--- src/rtl/rv32i_lsu_pkg.sv ---
// Shared types and constants for the RV32I load/store unit: FSM states,
// byte-enable patterns, funct3 encodings and the alignment/legality checks.
package rv32i_lsu_pkg;

  typedef enum logic [2:0] {
    ST_IDLE = 3'd0,
    ST_REQ  = 3'd1,
    ST_RESP = 3'd2,
    ST_DONE = 3'd3,
    ST_ERR  = 3'd4
  } lsu_state_e;

  localparam logic [3:0] BE_WORD    = 4'b1111;
  localparam logic [3:0] BE_LO_HALF = 4'b0011;
  localparam logic [3:0] BE_HI_HALF = 4'b1100;

  localparam logic [2:0] FUNCT3_LB  = 3'b000;
  localparam logic [2:0] FUNCT3_LH  = 3'b001;
  localparam logic [2:0] FUNCT3_LW  = 3'b010;
  localparam logic [2:0] FUNCT3_LBU = 3'b100;
  localparam logic [2:0] FUNCT3_LHU = 3'b101;
  localparam logic [2:0] FUNCT3_SB  = 3'b000;
  localparam logic [2:0] FUNCT3_SH  = 3'b001;
  localparam logic [2:0] FUNCT3_SW  = 3'b010;

  function automatic logic funct3_illegal(input logic [2:0] func3);
    return (func3 == 3'b011) || (func3[2:1] == 2'b11);
  endfunction

  // Access size comes from func3[1:0] for loads and stores alike.
  function automatic logic misaligned(input logic [2:0] func3, input logic [1:0] addr_lo);
    case (func3[1:0])
      2'b01:   return addr_lo[0];
      2'b10:   return |addr_lo;
      default: return 1'b0;
    endcase
  endfunction

endpackage

--- src/rtl/rv32i_load_align.sv ---
// Selects the addressed byte/half lane of a read word and sign- or
// zero-extends it according to the load funct3.
module rv32i_load_align
  import rv32i_lsu_pkg::*;
#(
  parameter int WIDTH = 32
) (
  input  logic [WIDTH-1:0] i_rdata,
  input  logic [1:0]       i_addr_lo,
  input  logic [2:0]       i_func3,
  output logic [WIDTH-1:0] o_result
);

  logic [7:0]  w_byte;
  logic [15:0] w_half;

  always_comb begin
    // NOTE: every combinational output gets a default first so no latch is inferred.
    w_byte   = i_rdata[{i_addr_lo, 3'b000} +: 8];
    w_half   = i_addr_lo[1] ? i_rdata[31:16] : i_rdata[15:0];
    o_result = i_rdata;
    case (i_func3)
      FUNCT3_LB:  o_result = {{(WIDTH-8){w_byte[7]}}, w_byte};
      FUNCT3_LBU: o_result = {{(WIDTH-8){1'b0}}, w_byte};
      FUNCT3_LH:  o_result = {{(WIDTH-16){w_half[15]}}, w_half};
      FUNCT3_LHU: o_result = {{(WIDTH-16){1'b0}}, w_half};
      default:    o_result = i_rdata;
    endcase
  end

endmodule

--- src/rtl/rv32i_lsu.sv ---
// MEM-stage load/store unit: formats store requests, waits on the memory
// ready handshake, and returns aligned load data while stalling the pipe.
module rv32i_lsu
  import rv32i_lsu_pkg::*;
#(
  parameter int WIDTH      = 32,
  parameter int ADDR_WIDTH = 32
) (
  input  logic                  clk,
  input  logic                  rst,
  input  logic                  i_lsu_valid,
  input  logic                  i_lsu_we,
  input  logic                  i_lsu_re,
  input  logic [ADDR_WIDTH-1:0] i_lsu_addr,
  input  logic [WIDTH-1:0]      i_lsu_wdata,
  input  logic [2:0]            i_lsu_func3,
  output logic                  o_lsu_stall,
  output logic                  o_lsu_done,
  output logic [WIDTH-1:0]      o_lsu_rdata,
  output logic                  o_lsu_fault,
  output logic                  o_mem_req,
  output logic                  o_mem_we,
  output logic [ADDR_WIDTH-1:0] o_mem_addr,
  output logic [3:0]            o_mem_be,
  output logic [WIDTH-1:0]      o_mem_wdata,
  input  logic                  i_mem_ready,
  input  logic [WIDTH-1:0]      i_mem_rdata
);

  lsu_state_e            r_state;
  logic [ADDR_WIDTH-1:0] r_addr;
  logic [1:0]            r_addr_lo;
  logic [2:0]            r_func3;
  logic                  r_we;
  logic [3:0]            r_be;
  logic [WIDTH-1:0]      r_wdata;
  logic [WIDTH-1:0]      r_rdata;

  logic                  w_fault;
  logic [3:0]            w_be;
  logic [WIDTH-1:0]      w_wdata;
  logic [WIDTH-1:0]      w_load_result;

  assign w_fault = funct3_illegal(i_lsu_func3) | misaligned(i_lsu_func3, i_lsu_addr[1:0]);

  // Stores replicate the data across lanes so the memory only needs byte enables.
  always_comb begin
    w_be    = BE_WORD;
    w_wdata = i_lsu_wdata;
    if (i_lsu_we) begin
      case (i_lsu_func3[1:0])
        2'b00: begin
          w_be    = 4'b0001 << i_lsu_addr[1:0];
          w_wdata = {(WIDTH/8){i_lsu_wdata[7:0]}};
        end
        2'b01: begin
          w_be    = i_lsu_addr[1] ? BE_HI_HALF : BE_LO_HALF;
          w_wdata = {(WIDTH/16){i_lsu_wdata[15:0]}};
        end
        default: ;
      endcase
    end
  end

  rv32i_load_align #(.WIDTH(WIDTH)) u_load_align (
    .i_rdata   (i_mem_rdata),
    .i_addr_lo (r_addr_lo),
    .i_func3   (r_func3),
    .o_result  (w_load_result)
  );

  always_ff @(posedge clk) begin
    // NOTE: state is updated with non-blocking assignments so every register samples pre-edge values.
    if (!rst) begin
      r_state   <= ST_IDLE;
      r_addr    <= '0;
      r_addr_lo <= '0;
      r_func3   <= '0;
      r_we      <= 1'b0;
      r_be      <= '0;
      r_wdata   <= '0;
      r_rdata   <= '0;
    end else begin
      case (r_state)
        ST_IDLE: begin
          if (i_lsu_valid) begin
            r_addr    <= {i_lsu_addr[ADDR_WIDTH-1:2], 2'b00};
            r_addr_lo <= i_lsu_addr[1:0];
            r_func3   <= i_lsu_func3;
            r_we      <= i_lsu_we;
            r_be      <= w_be;
            r_wdata   <= w_wdata;
            if (w_fault)                     r_state <= ST_ERR;
            else if (!i_lsu_we && !i_lsu_re) r_state <= ST_DONE;
            else                             r_state <= ST_REQ;
          end
        end
        ST_REQ: begin
          if (i_mem_ready) r_state <= r_we ? ST_DONE : ST_RESP;
        end
        ST_RESP: begin
          r_rdata <= w_load_result;
          r_state <= ST_DONE;
        end
        default: r_state <= ST_IDLE;
      endcase
    end
  end

  assign o_mem_req   = (r_state == ST_REQ);
  assign o_mem_we    = o_mem_req & r_we;
  assign o_mem_addr  = r_addr;
  assign o_mem_be    = r_be;
  assign o_mem_wdata = r_wdata;
  assign o_lsu_done  = (r_state == ST_DONE);
  assign o_lsu_fault = (r_state == ST_ERR);
  assign o_lsu_rdata = r_rdata;
  assign o_lsu_stall = ((r_state == ST_IDLE) & i_lsu_valid) | (r_state == ST_REQ) | (r_state == ST_RESP);

endmodule

--- config.mk ---
export PLATFORM = sky130hd
export DESIGN_NAME = rv32i_lsu
export DESIGN_NICKNAME = d
export VERILOG_FILES = /design/src/rtl/rv32i_lsu_pkg.sv /design/src/rtl/rv32i_load_align.sv /design/src/rtl/rv32i_lsu.sv
export SDC_FILE = /design/constraint.sdc
export NUM_CORES = 1
export LEC_CHECK = 0
export ABC_AREA = 0
export CORE_AREA = 3 3 111 113
export CTS_BUF_LIST = sky130_fd_sc_hd__clkbuf_4 sky130_fd_sc_hd__clkbuf_8
export DETAILED_ROUTE_END_ITERATION = 8
export DIE_AREA = 0 0 114 116
export PLACE_DENSITY_LB_ADDON = 0.25
export SKIP_LAST_GASP = 1
export SYNTH_ARGS = -nofsm -noshare
export SYNTH_HDL_FRONTEND = slang
export SYNTH_SLANG_ARGS = --single-unit
--- constraint.sdc ---
create_clock -name clk -period 2.38 [get_ports clk]
set_clock_uncertainty 0.05 [all_clocks]
set_input_delay 0.714 -clock clk [delete_from_list [all_inputs] [get_ports clk]]
set_output_delay 0.714 -clock clk [all_outputs]
set_load 0.02 [all_outputs]
### Yosys cells after proc, flatten, opt, wreduce, memory -nomap -nowiden

Index checks and enable logic that the tools add are counted.

* mux-type cells: 14
* eq/ne operators: 13
* bitwise logic cells: 5
* shift operators: 2
* reduce and logical (&&, ||, !) cells: 10

Operator list (number)
* $pmux 32 s4: 1
* $pmux 32 s2: 1
* $mux 32: 1
* $shiftx 32x6->8: 1
* $mux 16: 1
* $eq 3x2->1 const B: 3
* $eq 3x3->1 const B: 3
* $mux 3: 3
* $pmux 3 s3: 1
* $mux 4: 2
* $pmux 4 s2: 1
* $eq 3x1->1 const B: 2
* $logic_not 3->1: 2
* $eq 2x2->1 const B: 2
* $reduce_and 2->1: 2
* $shl 1x2->4 const A: 1
* $or 1x1->1: 3
* $and 1x1->1: 2
* $eq 2x1->1 const B: 1
* $logic_not 1->1: 2
* $logic_not 2->1: 1
* $mux 2: 1
* $ne 2x1->1 const B: 1
* $ne 2x2->1 const B: 1
* 5 further kinds: 5

* word-level logic and storage cells: 52
* register bits: 107

### Logic depth before layout (Yosys ltp)

Gate-level depths: netlist (run 1).

* depth in word-level cells: 6
* gate-level depth with buffers: 7

### Cells and area by module

From an unflattened synthesis (run 1), not the netlist that was laid out.

* cells, all modules: 621
* area total of the unflattened synthesis: 5011.1 µm²

By module, submodules not included
* rv32i_lsu: area an instance 4165.2 µm², instances 1, cells each 525
* rv32i_load_align: area an instance 845.8 µm², instances 1, cells each 96

### Worst setup path before layout (run 1)

Ideal clock, no wire load.

* kind: input-to-reg
* from: input port i_lsu_func3[0]
* to: register r_wdata[14] (netlist: o_mem_wdata[14])
* data required time: 2.260 ns
* slack: 0.309 ns
* library setup time: 0.070 ns
* path buffers: 2
* stages: 7
* data arrival time: 1.952 ns
* cells stage by stage: inv_1 > ha_1 > buf_2 > o21ai_1 > clkbuf_1 > nand2_1 > a21oi_1

* word-level cells in the longest chain between the ends: 3
* elaborated cells between the ends (all ways): 4

RTL lines
* start: declaration: line rv32i_lsu.sv:16 `input logic [2:0] i_lsu_func3,`
* $eq 2x1->1 or $logic_not 2->1 (tied branches): line rv32i_lsu.sv:51 `case (i_lsu_func3[1:0])`
* $pmux 32 s2 (*): line rv32i_lsu.sv:51
* $mux 32 (*): line rv32i_lsu.sv:50 `if (i_lsu_we) begin`
* end signal: assignment: line rv32i_lsu.sv:92 `r_wdata <= w_wdata;`
* end: declaration: line rv32i_lsu.sv:36 `logic [WIDTH-1:0] r_wdata;`

Mark *: on every way between the ends. The rest lies on a longest branch, timed or not.
A chain may end at the register's enable or synchronous reset.

### Final worst setup path (run 1)

* from: input port i_lsu_valid
* to: output port o_lsu_stall

* word-level cells in the longest chain between the ends: 3

RTL lines
* start: declaration: line rv32i_lsu.sv:11 `input logic i_lsu_valid,`
* $and 1x1->1: line rv32i_lsu.sv:118 `assign o_lsu_stall = ((r_state == ST_IDLE) & i_lsu_valid) | (r_state == ST_REQ) | (r_state == ST_RESP);`
* $or 1x1->1 (2 in a row): line rv32i_lsu.sv:118
* end: declaration: line rv32i_lsu.sv:17 `output logic o_lsu_stall,`

Every way passes these cells.

==> metrics.sh, run 1 <==
ROUTEDWLPERCELL_UM=17.1
NNETSFINAL=897
WORST_PATH_MAX_DELAY_CELL='sky130_fd_sc_hd__clkdlybuf4s50_1'
WORSTMARGINPINSLEW_NS=0.709
ROUTED_VIA_DENSITY=5.44
ANTENNA_VIOLATING_NETS_POST_ROUTE=0
VDD_IR_DROP_MAX_uV=498
DIE_H_UM=116
GR_OVERFLOW_TOTAL=0
DETAILEDROUTE.FIRSTITERATIONVIOLATIONS=475
CLK_SINKS=107
AREA_OF_THE_CORE_UM2=11400
STATUS='completed'
ASYNC_FLOP_SHARE_PCT=0
LAYOUT_WORST_PATH_CYCLE_SHARE_PCT=98.0
NUMPORTBUFFERS=207
TIMING.SLEW.HEADROOM_PCT=52.7
SYNTH.YOSYS.WARNINGS=0
AREA_SHARE_OF_THE_LARGEST_CELL_TYPE_AFTER_SYNTHESIS_PCT=42.7
CRITICAL_PATH.MAX_FANOUT=2
PLACE_HPWL_UM=11800
SYN-INSTANCE-COUNT=595
FMAX_MHz=429
FINAL_LAYOUT_SIZE_SUFFIX_GT1_SHARE_PCT=8.83
CAP_VIOLATIONS=0
CLK_LATENCY_NS=0.37
POST_SYNTHESIS_REGISTER_BIT_COUNT=107
AREAL_POWER_DENSITY_OVER_THE_CELLS_nW_PER_UM2=748
SETUP_VIOL=0
GRT_MAX_DEGREE=64
YOSYS-TOP-CELLS-AREA='sky130_fd_sc_hd__dfxtp_1, sky130_fd_sc_hd__nand2_1, sky130_fd_sc_hd__a21oi_1'
LAYOUT.CELLS.MOST_COMMON='sky130_fd_sc_hd__clkdlybuf4s50_1'
GLOBALROUTETOTALUTIL_PCT=23.8
GRT_ANTENNA_BEFORE_REPAIR=0
TRITONCTS_CLOCK_TREE='yes'
CLOCK_TREE.HTREE_LEVEL_COUNT=3
TOTAL_POWER_AFTER_LAYOUT_mW=5.58
SYN_TO_FINAL_GROWTH_PCT=49.1
MET3_USAGE_PCT=6.79
DRT_DRC_VIOLATIONS_LEFT=0
FINALWEIGHTEDCONGESTION=0.872
SYNTH-MAIN-FF-CELL='sky130_fd_sc_hd__dfxtp_1'
PATH_CLASS='in2out'
DIE_AREA_UM2=13200
GLOBAL_ROUTE_WIRE_LENGTH_BEFORE_REPAIR_UM=25400
VIAS=5089
FINAL_CORE_OCC_PCT=65.4
FLOORPLAN.ROWS=39
ROOT_BUFFER='sky130_fd_sc_hd__clkbuf_8'
PATH_CELLS='clkdlybuf4s50_1, o31a_1, clkbuf_2'
NUM_ANTENNA_CELLS=0
FIRST_GLOBAL_VIAS=5107
INITIAL_CORE_UTIL_PCT=43.9
COUNT_OF_PINS_ON_THE_BLOCK_BOUNDARY=210
GRT.MET1_USAGE_PCT=27.9
YOSYS.CELL_TYPES.COUNT=59
POST-SYNTH-TOP-AREA-CELL='sky130_fd_sc_hd__dfxtp_1'
FINAL-HOLD-VIOLATION-COUNT=0
P_LEAK_nW=3.03
CP_SLOWEST_STAGE_DELAY_NS=0.43
WL_UM=16000
SYN_AVG_CELL_AREA_UM2=8.42
SEQ_AREA_FRAC_SYNTH_PCT=42.7
MOSTFREQUENTLAYOUTCELLS='sky130_fd_sc_hd__clkdlybuf4s50_1, sky130_fd_sc_hd__nand2_1, sky130_fd_sc_hd__dfxtp_1'
CTS_MAX_PATH_BUFFERS=2
MIN-DELAY-PATH-CLASS='reg2reg'
GRT_SETUP_UNREPAIRED='no'
CTS-BUFFERS-INSERTED=9
SYN_AREA_UM2=5010
CRITICAL_PATH_REQUIRED_NS=1.62
MET2_TRACK_DEMAND_OVER_RESOURCE_IN_GLOBAL_ROUTING_PCT=41.0
CHIPWIDTH_UM=114
POSTCTSHOLDBUFS=0
FINAL_MAX_SLEW_VIOL_COUNT=0
CLKTRANSATPATHREGS_NS=0.09
WORST_EP_ARRIVAL_TIME_NS=1.57
FIN_CRIT_NS=2.33
DETAIL_ROUTE.FIRST_PASS.ITERATIONS=5
GLOBAL_ROUTE.PEAK_USAGE_LAYER='met2'
CRITICAL_PATH.ENDPOINT_TYPE='primary output'
NUMBER_OF_ENABLE_TYPE_REGISTER_CELLS_IN_THE_SYNTHESIZED_NETLIST=0
TIMING.CRITICAL_PATH.FROM_TYPE='primary input'
layout make-up:
class                   instances  area, um2
repair buffers                236       2360
well taps                     143        179
inverters                      16       60.1
flip-flops and latches        107       2150
clock buffers                   9        124
multi-input cells             418       2500
clock inverters                 7       97.6
fillers                       975       3950
synth_stat cells, types with 2 or more instances:
cell type / instances
sky130_fd_sc_hd__nand2b_1: 5
sky130_fd_sc_hd__nor2b_1: 2
sky130_fd_sc_hd__a21oi_1: 62
sky130_fd_sc_hd__o21a_1: 2
sky130_fd_sc_hd__mux2i_1: 15
sky130_fd_sc_hd__dfxtp_1: 107
sky130_fd_sc_hd__buf_1: 2
sky130_fd_sc_hd__nor3_1: 4
sky130_fd_sc_hd__buf_2: 12
sky130_fd_sc_hd__o211a_1: 12
sky130_fd_sc_hd__a32o_1: 4
sky130_fd_sc_hd__clkbuf_1: 26
sky130_fd_sc_hd__o22ai_1: 5
sky130_fd_sc_hd__buf_6: 7
sky130_fd_sc_hd__nor2_1: 10
sky130_fd_sc_hd__a22o_1: 8
sky130_fd_sc_hd__inv_1: 16
sky130_fd_sc_hd__buf_4: 7
sky130_fd_sc_hd__o21ai_1: 4
sky130_fd_sc_hd__a311oi_1: 3
sky130_fd_sc_hd__o21ai_0: 43
sky130_fd_sc_hd__a221o_1: 4
sky130_fd_sc_hd__a221oi_1: 7
sky130_fd_sc_hd__ha_1: 4
sky130_fd_sc_hd__nand2_1: 136
sky130_fd_sc_hd__a21boi_0: 32
sky130_fd_sc_hd__o211ai_1: 3
sky130_fd_sc_hd__a21boi_1: 12
sky130_fd_sc_hd__nand3b_1: 4
sky130_fd_sc_hd__a21oi_2: 7
sky130_fd_sc_hd__a31o_2: 2
worst max-delay path: cells and delay by family:
kind                   cells  cell delay [ns]
AO/OA/AOI/OAI              1             0.26
buffers and inverters      2             0.59
final timing paths:
path / startpoint / end / slack [ns] / cells after the start
max: i_lsu_valid / o_lsu_stall / 0.05 / 3
min: o_mem_addr[6]$_SDFFE_PN0P_ / o_mem_addr[6]$_SDFFE_PN0P_ / 0.41 / 2
max reg2reg: r_state[1]$_SDFFE_PN0P_ / o_lsu_rdata[11]$_SDFFE_PN0P_ / 0.43 / 4
min reg2reg: o_mem_addr[6]$_SDFFE_PN0P_ / o_mem_addr[6]$_SDFFE_PN0P_ / 0.41 / 2
kinds of logic after synthesis:
family / after synthesis / synth area share (%)
AO/OA/AOI/OAI: 219 / 29.6
multiplexers: 16 / 3.45
other: 1 / 0.0748
buffers and inverters: 71 / 7.52
adder cells (fa/ha/maj): 4 / 0.999
AND/OR/NAND/NOR: 177 / 15.6
flip-flops: 107 / 42.7
per-stage QoR:
stage / TNS, ns / instances / worst slack (ns) / hold WS (ns) / cell area [um2]
after floorplan: 0 / 596 / 0.309 / 0.399 / 5010
after global placement: -11.11 / 920 / -0.322 / 0.390 / 7250
after detailed placement: -14.49 / 920 / -0.341 / 0.398 / 7250
after CTS: -0.113 / 936 / -0.113 / 0.414 / 7470
after global routing: 0 / 936 / 0.0260 / 0.434 / 7470
final: 0 / 936 / 0.0466 / 0.411 / 7470
registers in the layout, summed over array words and instances, names as in the netlist:
register / flops
o_lsu_rdata: 32
o_mem_addr: 30
o_mem_be: 4
o_mem_wdata: 32
r_addr_lo: 2
r_func3: 3
r_state: 3
r_we: 1
power by group:
group | switching (mW) | leakage (nW) | internal [mW]
registers | 0.175 | 0.881 | 2.07
logic | 1.12 | 2.04 | 0.990
clock network | 0.637 | 0.106 | 0.599
what timing repair did:
item	4_1_cts	5_1_grt
buffers inserted	0	0
endpoints found under the setup margin	5	1
resized for setup	10	2
pin swaps	0	0
routing by layer:
| metal | wire length (um) | vias up |
|---|---|---|
| met5 | 0 | - |
| met4 | 403 | 0 |
| met3 | 1360 | 29 |
| met2 | 7870 | 212 |
| met1 | 6410 | 2399 |
| li1 | - | 2449 |
(Power assumes the default switching activity.)
==> inputs of run 2 (changes only) <==
--- a/config.mk
+++ b/config.mk
@@ -10,7 +10,7 @@
 export CTS_BUF_LIST = sky130_fd_sc_hd__clkbuf_4 sky130_fd_sc_hd__clkbuf_8
 export DETAILED_ROUTE_END_ITERATION = 8
 export DIE_AREA = 0 0 114 116
-export PLACE_DENSITY_LB_ADDON = 0.25
+export PLACE_DENSITY = 0.86
 export SKIP_LAST_GASP = 1
 export SYNTH_ARGS = -nofsm -noshare
 export SYNTH_HDL_FRONTEND = slang
==> run 2 against run 1 <==
Highest routed layer unchanged. Final area grew 0.92%. Sequential power is essentially flat. Count of clock-buffer cells in the layout grew 1. Clock power is essentially flat. Global-route usage shrank 0.11 points. Critical path type unchanged. Sequential cell count is the same. Total power grew 0.75%. Worst hold slack lost 0.0068 ns. Core utilization grew 0.60 points. Wire length shrank 0.28%.
==> metrics.sh, run 2 (synthesis gave the netlist of run 1 again) <==
STATUS='completed'  # unchanged
POWER.NET_SWITCHING_mW=1.93  # about the same
SWITCHING_SHARE_PCT=34.2  # was 34.5%
DETAILEDROUTE.FIRSTITERATIONVIOLATIONS=366  # was 475
SEQUENTIALPOWERSHARE_PCT=39.6  # was 40.1%
GRT_MAX_DEGREE=34  # was 64
ROUTED_VIA_DENSITY=5.48  # was 5.44
ANTENNA_VIOLATING_NETS_POST_ROUTE=0  # unchanged
ROUTE.LAYER.MET1.WL_UM=6130  # was 6410 um
COUNT_OF_PINS_ON_THE_BLOCK_BOUNDARY=210  # unchanged
LAYOUT.CELLS.MOST_COMMON='sky130_fd_sc_hd__clkdlybuf4s50_1'  # unchanged
ROOT_BUFFER='sky130_fd_sc_hd__clkbuf_8'  # unchanged
TRITONCTS_CLOCK_TREE='yes'  # unchanged
POSTCTSSETUPBUFFERS=0  # unchanged
GRT_SETUP_UNREPAIRED='no'  # unchanged
CTS-BUFFERS-INSERTED=9  # unchanged
TIMING.CRITICAL_PATH.FROM_TYPE='primary input'  # unchanged
CP_SLOWEST_STAGE_DELAY_NS=0.42  # was 0.43 ns
GRT_ANTENNA_BEFORE_REPAIR=0  # unchanged
FMAX_MHz=431  # was 429 MHz
PATH_CELLS='clkdlybuf4s50_1, o31a_1, clkbuf_2'  # unchanged
P_LEAK_nW=3.09  # was 3.03 nW
CAP_VIOLATIONS=0  # unchanged
SETUP_VIOL=0  # unchanged
DR.MAX_LAYER_USED='met4'  # unchanged
DETAILROUTE.WIRELENGTH.MET3_UM=1360  # about the same
PATH_CLASS='in2out'  # unchanged
TIMING.CRITICAL_PATH.BUF_INV=2  # unchanged
NNETSFINAL=905  # was 897
NUM_ANTENNA_CELLS=0  # unchanged
CRITICAL_PATH_REQUIRED_NS=1.62  # about the same
WORST_HOLD_SLACK_NS=0.404  # was 0.411 ns
FINALWEIGHTEDCONGESTION=0.936  # was 0.872
SYN_TO_FINAL_GROWTH_PCT=50.4  # was 49.1%
DIE_H_UM=116  # unchanged
DIE_AREA_UM2=13200  # unchanged
GLOBALROUTETOTALUTIL_PCT=23.7  # was 23.8%
LAYOUT_WORST_PATH_CYCLE_SHARE_PCT=97.5  # was 98.0%
GLOBAL_ROUTE_WIRE_LENGTH_BEFORE_REPAIR_UM=25100  # was 25400 um
INITIAL_CORE_UTIL_PCT=43.9  # unchanged
GR_OVERFLOW_TOTAL=0  # unchanged
CTS_MAX_PATH_BUFFERS=2  # unchanged
CRITICAL_PATH.ENDPOINT_TYPE='primary output'  # unchanged
WL_UM=16000  # about the same
WL_MET2_UM=7920  # was 7870 um
CLK_LATENCY_NS=0.37  # about the same
FINAL-HOLD-VIOLATION-COUNT=0  # unchanged
CRITICAL_PATH.MAX_FANOUT=2  # unchanged
CLKPWRFRAC_PCT=22.0  # was 22.1%
DETAIL_ROUTE.FIRST_PASS.ITERATIONS=5  # unchanged
PLACEDCELLCOUNT=928  # was 920
DRT_DRC_VIOLATIONS_LEFT=0  # unchanged
CELL_INTERNAL_PWR_mW=3.70  # was 3.66 mW
FIRST_GLOBAL_VIAS=5142  # was 5107
AREAL_POWER_DENSITY_OVER_THE_CELLS_nW_PER_UM2=746  # was 748 nW/um2
CHIPWIDTH_UM=114  # unchanged
FIN_CRIT_NS=2.32  # was 2.33 ns
CRIT_FAMILY='buffers and inverters'  # unchanged
NUMPORTBUFFERS=207  # unchanged
FINAL_MAX_SLEW_VIOL_COUNT=0  # unchanged
WORST_PATH_MAX_DELAY_CELL='sky130_fd_sc_hd__clkdlybuf4s50_1'  # unchanged
CLOCK_TREE.HTREE_LEVEL_COUNT=3  # unchanged
AREA_OF_THE_CORE_UM2=11400  # unchanged
CLKTRANSATPATHREGS_NS=0.11  # was 0.09 ns
PLACE_HPWL_UM=12000  # was 11800 um
VDD_IR_DROP_MAX_uV=455  # was 498 uV
FINAL_LAYOUT_SIZE_SUFFIX_GT1_SHARE_PCT=9.50  # was 8.83%
VIAS=5167  # was 5089
CLK_SINKS=107  # unchanged
ROUTEDWLPERCELL_UM=17.0  # was 17.1 um
LAYOUTNONFILLERINSTCOUNT=943  # was 936
COMB_POWER_SHARE_PCT=38.4  # was 37.7%
MOSTFREQUENTLAYOUTCELLS='sky130_fd_sc_hd__clkdlybuf4s50_1, sky130_fd_sc_hd__nand2_1, sky130_fd_sc_hd__dfxtp_1'  # unchanged
MIN-DELAY-PATH-CLASS='reg2reg'  # unchanged
WORST_EP_ARRIVAL_TIME_NS=1.56  # was 1.57 ns
FLOORPLAN.ROWS=39  # unchanged
[run 2: final timing paths]
path / slack (ns) / depth (start not counted) / end / startpoint
hold reg to reg: 0.40 / 2 / o_lsu_rdata[14]$_SDFFE_PN0P_ / o_lsu_rdata[14]$_SDFFE_PN0P_
setup reg to reg: 0.41 / 5 / o_lsu_rdata[12]$_SDFFE_PN0P_ / r_state[2]$_SDFFE_PN0P_
setup / recovery: 0.06 / 3 / o_lsu_stall / i_lsu_valid
hold / removal: 0.40 / 2 / o_lsu_rdata[14]$_SDFFE_PN0P_ / o_lsu_rdata[14]$_SDFFE_PN0P_
[run 2: power groups by stage]
| stage | Combinational (mW) | Sequential [mW] | Clock (mW) |
|---|---|---|---|
| detailed placement | 2.16 | 2.26 | 0 |
| global placement | 2.10 | 2.25 | 0 |
| finish | 2.16 | 2.23 | 1.24 |
| global route | 2.31 | 2.26 | 1.33 |
| CTS | 2.16 | 2.23 | 1.26 |
| floorplan | 0.880 | 2.54 | 0 |
[run 2: area by class of cell]
cell class | count | area (um2)
Clock inverter | 5 | 77.6
Multi-Input combinational cell | 418 | 2500
Sequential cell | 107 | 2150
Tap cell | 143 | 179
Inverter | 16 | 60.1
Timing Repair Buffer | 244 | 2440
Clock buffer | 10 | 138
Fill cell | 933 | 3880
[run 2: metrics by stage]
stage | instance area, um2 | setup slack (ns) | setup TNS [ns] | util (%) | power, mW
detailed placement | 7320 | -0.336 | -13.00 | 64.1 | 4.42
finish | 7540 | 0.0605 | 0 | 66.0 | 5.63
floorplan | 5010 | 0.309 | 0 | - | 3.42
global placement | 7320 | -0.320 | -11.16 | 64.1 | 4.36
global route | 7540 | 0.0216 | 0 | 66.0 | 5.91
CTS | 7540 | -0.109 | -0.109 | 66.0 | 5.66
[run 2: tightest hold or removal path, stage by stage (launching register included)]
cell and delay [ns]:
sky130_fd_sc_hd__dfxtp_1 0.32, sky130_fd_sc_hd__nand2_1 0.05, sky130_fd_sc_hd__a21oi_1 0.05
[run 2: routing by layer]
layer  GRT usage [%]  up-vias
met5               0        -
met4            11.6        0
met3            6.53       41
met2            41.1      215
met1            26.9     2444
li1                -     2467
[run 2: timing repair]
item,in CTS,in global routing
hold buffers,0,0
pin swaps,0,0
setup endpoints to repair,5,2
gates resized for setup,8,3
